===== config.mk =====
export PLATFORM = sky130hd
export DESIGN_NAME = register_file
export DESIGN_NICKNAME = d
export VERILOG_FILES = /design/src/rtl/register_file.sv
export SDC_FILE = /design/constraint.sdc
export NUM_CORES = 2
export LEC_CHECK = 0
export CORE_MARGIN = 5
export CORE_UTILIZATION = 39
export DETAILED_ROUTE_END_ITERATION = 7
export HOLD_SLACK_MARGIN = 0.03
export PLACE_DENSITY_LB_ADDON = 0.12
export SLEW_MARGIN = 5
export SYNTH_ARGS = -nofsm -noshare
export SYNTH_HDL_FRONTEND = slang
export SYNTH_SLANG_ARGS = --single-unit
export TNS_END_PERCENT = 50

===== constraint.sdc =====
create_clock -name clk_in -period 61.9 [get_ports clk_in]
set_input_delay 15.475 -clock clk_in [delete_from_list [all_inputs] [get_ports clk_in]]
set_output_delay 15.475 -clock clk_in [all_outputs]
set_load 0.02 [all_outputs]

===== src/rtl/register_file.sv =====
`default_nettype none
// ============================================================================
// Module   : register_file
// Purpose  : Architectural register file with rename status. Commits from the
//            reorder buffer write x1..x31 and release rename tags; the issue
//            unit renames rd onto a ROB entry and reads rs1/rs2 either as a
//            value or as a producer ROB tag. x0 is hard-wired to zero.
// Ports    : clk_in, rst_in (async, active-high), rdy_in (global enable),
//            clr_in (flush)
//            issue_ready / issue_rd_id / issue_rob_index       : rename
//            iu_rs1_id / iu_rs2_id                             : operand ids
//            rf_to_iu_rs{1,2}_busy / _depend, rf_to_iu_val{1,2}: operand read
//            rob_to_rf_ready / _reg_id / _reg_val / _rob_index : commit
// Revision : 1.0 - initial release
// ============================================================================
module register_file #(
  parameter int ROB_WIDTH = 4
) (
  input  logic                 clk_in,
  input  logic                 rst_in,
  input  logic                 rdy_in,
  input  logic                 clr_in,
  input  logic                 issue_ready,
  input  logic [4:0]           issue_rd_id,
  input  logic [ROB_WIDTH-1:0] issue_rob_index,
  input  logic [4:0]           iu_rs1_id,
  input  logic [4:0]           iu_rs2_id,
  output logic                 rf_to_iu_rs1_busy,
  output logic [ROB_WIDTH-1:0] rf_to_iu_rs1_depend,
  output logic [31:0]          rf_to_iu_val1,
  output logic                 rf_to_iu_rs2_busy,
  output logic [ROB_WIDTH-1:0] rf_to_iu_rs2_depend,
  output logic [31:0]          rf_to_iu_val2,
  input  logic                 rob_to_rf_ready,
  input  logic [4:0]           rob_to_rf_reg_id,
  input  logic [31:0]          rob_to_rf_reg_val,
  input  logic [ROB_WIDTH-1:0] rob_to_rf_rob_index
);

  localparam int c_NUM_REGS = 32;

  typedef struct packed {
    logic                 busy;
    logic [ROB_WIDTH-1:0] depend;
    logic [31:0]          val;
  } rd_result_t;

  logic [31:0]          r_regs [c_NUM_REGS];
  logic [c_NUM_REGS-1:0] r_busy;
  logic [ROB_WIDTH-1:0] r_tag  [c_NUM_REGS];

  rd_result_t w_rs1;
  rd_result_t w_rs2;

  logic w_commit;
  logic w_commit_releases;
  logic w_issue;

  // Operand read. A commit in flight for the exact producer the operand waits
  // on is forwarded so the issue unit does not miss the value for one cycle.
  // A same-cycle issue is deliberately not visible here: the issuing
  // instruction reads its sources before its own rd is renamed.
  function automatic rd_result_t f_read(input logic [4:0] id);
    rd_result_t res;
    res = '0;
    if (id != 5'd0) begin
      if (!r_busy[id]) begin
        res.val = r_regs[id];
      end else if (rob_to_rf_ready && (rob_to_rf_reg_id == id) &&
                   (rob_to_rf_rob_index == r_tag[id])) begin
        res.val = rob_to_rf_reg_val;
      end else begin
        res.busy   = 1'b1;
        res.depend = r_tag[id];
        res.val    = r_regs[id];
      end
    end
    return res;
  endfunction

  assign w_rs1 = f_read(iu_rs1_id);
  assign w_rs2 = f_read(iu_rs2_id);

  assign rf_to_iu_rs1_busy   = w_rs1.busy;
  assign rf_to_iu_rs1_depend = w_rs1.depend;
  assign rf_to_iu_val1       = w_rs1.val;
  assign rf_to_iu_rs2_busy   = w_rs2.busy;
  assign rf_to_iu_rs2_depend = w_rs2.depend;
  assign rf_to_iu_val2       = w_rs2.val;

  assign w_commit = rob_to_rf_ready && (rob_to_rf_reg_id != 5'd0);
  // Only the youngest writer (the one whose tag is recorded) may clear busy.
  assign w_commit_releases = w_commit && r_busy[rob_to_rf_reg_id] &&
                             (r_tag[rob_to_rf_reg_id] == rob_to_rf_rob_index);
  assign w_issue  = issue_ready && (issue_rd_id != 5'd0) && !clr_in;

  // Update order inside one edge: commit, then issue (wins on same rd), then
  // flush (wipes all rename state but keeps the committed value).
  always_ff @(posedge clk_in or posedge rst_in) begin
    if (rst_in) begin
      r_busy <= '0;
      for (int i = 0; i < c_NUM_REGS; i++) begin
        r_regs[i] <= '0;
        r_tag[i]  <= '0;
      end
    end else if (rdy_in) begin
      if (w_commit) begin
        r_regs[rob_to_rf_reg_id] <= rob_to_rf_reg_val;
      end
      if (w_commit_releases) begin
        r_busy[rob_to_rf_reg_id] <= 1'b0;
        r_tag[rob_to_rf_reg_id]  <= '0;
      end
      if (w_issue) begin
        r_busy[issue_rd_id] <= 1'b1;
        r_tag[issue_rd_id]  <= issue_rob_index;
      end
      if (clr_in) begin
        r_busy <= '0;
        for (int i = 0; i < c_NUM_REGS; i++) begin
          r_tag[i] <= '0;
        end
      end
    end
  end

endmodule
`default_nettype wire


==> qor.csv <==
stage;metric;value;unit
synthesis;EDFF count, synth;0;
worst_setup_path;Worst Path Required;46420;ps
worst_setup_path;critical path launch point;iu_rs1_id[1];
die;# IOs;140;
worst_setup_path;Max FO, Critical Path;51;
synthesis;Seq cells post-synth;1184;
drt;via count;46800;
clock_network;CTS tree;built;
clock_network;number of H-tree levels;4;
synthesis;Top FF cell, synth;dfrtp_1;
cells_and_area;# fillers;15600;
drt;Vias per Instance;6.41;
synthesis;library cells used by synthesis;65;
cells_and_area;fraction of layout cells with a size suffix above 1;38.4;%
placed_design;Placed Instances;7036;
worst_setup_path;cell count of the worst reg-to-reg path;8;
clock_network;TritonCTS Buffers;143;
placed_design;GPL Wtd Cong;0.950;
worst_setup_path;WP data arrival;20690;ps
worst_setup_path;CP max-delay cell;and4b_4;
worst_setup_path;R2R setup slack;57950;ps
synthesis;sequential area share after synthesis;44.2;%
synthesis;Mapped Area;67000;µm²
die;Chip Height;425;µm
run;max cap viols;0;
cells_and_area;final net count;4937;
clock_network;Clock Latency Late Sink;790;ps
drt;Post-DRT Antenna Nets;0;
worst_setup_path;Largest delay share family, worst path;simple AND/OR/NAND/NOR gates;
clock_network;Worst-path clk slew;60;ps
clock_network;# clock sinks;1184;
sta;RSZ-0062 raised after global routing;no;
hold_path;HP Class;register to register;
synthesis;Synth Area in Simple Gates;5.01;%
sta;FMAX;27.7;MHz
grt;grt total ovfl;0;
worst_setup_path;Reg-to-Reg Start;r_tag[108]$_DFFE_PP0P_;
clock_network;buffer count from post-CTS setup fixing;0;
grt;first-pass GRT wire length;359000;µm
grt;initial antenna violation count;8;
synthesis;Compound-Gate Fraction of Synth Area;8.54;%
worst_setup_path;crit path to;rf_to_iu_val1[15];
cells_and_area;area grow syn2layout;12.0;%
synthesis;mux contribution to synthesized area;38.3;%
synthesis;synth warn;0;
sta;Fin. Hold Viols;0;
placed_design;pre-CTS setup slack;25670;ps
status;outcome;finished, final reports clean;
worst_setup_path;critical path launch point type;input port;
clock_network;root buffer cell;clkbuf_16;
clock_network;Post-CTS Hold Buffers;0;
sta;Pins Over Slew Limit;0;
sta;endpoints failing setup;0;
sta;minimum clock period;36160;ps
worst_setup_path;cell breakdown of the critical path;buf_8, buf_4, or3_1, o22ai_1, nor4_1, or3_1, and4b_4, and4b_4, a211oi_2, clkdlybuf4s50_1;
synthesis;Synth Instances;4993;
worst_setup_path;WP depth;10;
grt;largest net degree at the start of global routing;162;
clock_network;CTS resizes;0;
cells_and_area;non-filler cells, final;7294;
power_and_ir_drop;Peak VDD IR;0.0000207;V
power_and_ir_drop;Power per Cell Area;29.6;nW/µm²
hold_path;Worst Hold Depth;0;
sta;post-route clock period utilization;58.4;%
sta;TNS Setup;0;ps
worst_setup_path;critical path class;input port to output pin;
power_and_ir_drop;Leakage Power;31.5;nW
synthesis;Synth Area in Adders;0;%
synthesis;Post-Syn Nets;5059;
synthesis;Synth Area in XOR/XNOR;0.209;%
grt;GRT Total Usage;27.4;%
synthesis;Avg Inst Size Synth;13.4;µm²
synthesis;main combinational cell family by area after synthesis;multiplexers;
drt;Iteration-0 DRC Markers;4594;
placed_design;hpwl dp;142000;µm
grt;number of global-route vias before repair;47100;
worst_setup_path;CP max stage delay;1070;ps
drt;routed len/inst;34.0;µm
sta;Fin Clk Skew;30.7;ps
placed_design;dpl cell area;70300;µm²
sta;relative slew slack;8.66;%
clock_network;clk buf depth;3;
worst_setup_path;CP endpoint kind;output pin;
worst_setup_path;Buf/Inv on CP;3;
drt;drt drc;0;
die;num rows;152;
die;Initial Util;39.1;%
die;core area;171000;µm²
sta;measured slew at the worst slew-check pin;1370;ps
sta;setup ws final;25740;ps
die;Die Width;425;µm
die;full die area;180000;µm²
worst_setup_path;Worst R2R End;r_tag[12]$_DFFE_PP0P_;
cells_and_area;design area;75100;µm²
synthesis;asr flop ratio synth;100;%
drt;Total Wirelength;248000;µm
sta;worst hold slack;392;ps
placed_design;port bufs;139;
drt;Pre-antenna DRT Iters;7;
[cell type report]
type	instances	area, µm²	share of cell area, %
Clock inverter	43	561	0.746
Multi-Input combinational cell	3236	35200	46.9
Clock buffer	211	4240	5.64
Timing Repair Buffer	261	2390	3.19
Sequential cell	1184	29600	39.4
Antenna cell	4	10.0	0.0133
Tap cell	2310	2890	3.85
Inverter	45	180	0.240
[per-stage QoR]
stage	total power, mW	utilization, %
3_3_place_gp	1.36	41.0
3_5_place_dp	1.37	41.0
6_report	2.22	43.8
4_1_cts	2.24	43.8
5_1_grt	2.31	43.8
2_1_floorplan	1.23	-
[registers in the layout (all words and copies together) (netlist names)]
name and count:
r_regs 1024, r_busy 32, r_tag 128
[power by group]
part / total [mW] / internal (mW) / switching [mW] / leakage (nW)
combinational: 0.399 / 0.211 / 0.188 / 13.2
clock: 0.869 / 0.516 / 0.352 / 2.37
sequential: 0.957 / 0.872 / 0.0844 / 15.9
total: 2.22 / 1.60 / 0.625 / 31.5
[worst min path at each step]
stage	startpoint	to	slack (ps)
after floorplan	r_regs[1001]$_DFFE_PP0P_	r_regs[1001]$_DFFE_PP0P_	440
after global placement	r_regs[1013]$_DFFE_PP0P_	r_regs[1013]$_DFFE_PP0P_	380
after detailed placement	r_regs[1019]$_DFFE_PP0P_	r_regs[1019]$_DFFE_PP0P_	380
after CTS	r_regs[1021]$_DFFE_PP0P_	r_regs[1021]$_DFFE_PP0P_	400
after global routing	r_regs[1013]$_DFFE_PP0P_	r_regs[1013]$_DFFE_PP0P_	410
final	r_regs[996]$_DFFE_PP0P_	r_regs[996]$_DFFE_PP0P_	390
[kinds of logic (layout without fill, tap and decap cells)]
kind of cell | count (synthesis) | count (layout)
AND/OR/NAND/NOR | 714 | 714
other | 0 | 4
AO/OA/AOI/OAI | 867 | 867
XOR/XNOR | 16 | 16
flip-flops | 1184 | 1184
multiplexers | 1639 | 1639
buffers and inverters | 573 | 560
[routing by layer]
metal | global-route usage, % | share of wire [%] | routed length (µm)
met5 | 0 | 0.020 | 50
met1 | 38.2 | 43 | 106000
met3 | 4.56 | 6.5 | 16000
met2 | 43.4 | 47 | 117000
met4 | 9.65 | 3.8 | 9440
[synth_stat cells, types with 5 or more instances]
master,number,area share [%]
dfrtp_1,1184,44
mux2_2,791,13
mux4_2,657,22
clkbuf_1,374,2.1
o21ai_0,346,2.6
nand2_1,331,1.9
mux2i_1,188,2.8
a22oi_1,186,2.1
nor2_1,97,0.54
buf_2,90,0.67
o211ai_1,84,0.94
nand3_1,67,0.50
a21oi_1,59,0.44
nand2b_1,44,0.41
inv_1,42,0.24
a31oi_1,34,0.32
nor4_1,34,0.32
a211oi_2,30,0.56
buf_6,22,0.37
buf_4,21,0.24
and3_1,20,0.19
buf_1,20,0.11
nor2b_1,20,0.19
nor3_1,20,0.15
o221ai_1,20,0.26
a211oi_1,18,0.20
nor3b_1,18,0.20
a22o_1,13,0.17
a31o_2,13,0.17
o31ai_1,13,0.15
a21o_1,12,0.13
nand4_1,12,0.11
o311ai_0,11,0.14
xor2_1,10,0.13
o22ai_1,9,0.084
or3_1,9,0.084
nand3b_1,7,0.078
or2_2,7,0.065
xnor2_1,6,0.078
or3b_2,5,0.065
[placed cells by master (no fill, tap or decap), types with 17 or more instances in the layout]
| cell | count |
|---|---|
| nor2_1 | 72 |
| a211oi_1 | 18 |
| o211ai_1 | 84 |
| clkbuf_8 | 35 |
| nand2_1 | 323 |
| and3_1 | 20 |
| a21oi_1 | 59 |
| nand3_1 | 67 |
| mux2i_1 | 188 |
| clkbuf_1 | 31 |
| nor4_1 | 34 |
| o221ai_1 | 20 |
| o21ai_0 | 346 |
| nor2b_1 | 20 |
| inv_1 | 40 |
| dfrtp_1 | 1184 |
| nor3_1 | 17 |
| nor3b_1 | 17 |
| mux4_2 | 657 |
| mux2_2 | 791 |
| clkinv_2 | 20 |
| a211oi_2 | 30 |
| nand2b_1 | 44 |
| buf_4 | 119 |
| nor2_4 | 25 |
| clkdlybuf4s50_1 | 126 |
| a22oi_1 | 186 |
| clkbuf_16 | 146 |
| a31oi_1 | 34 |
(Power assumes the default switching activity.)
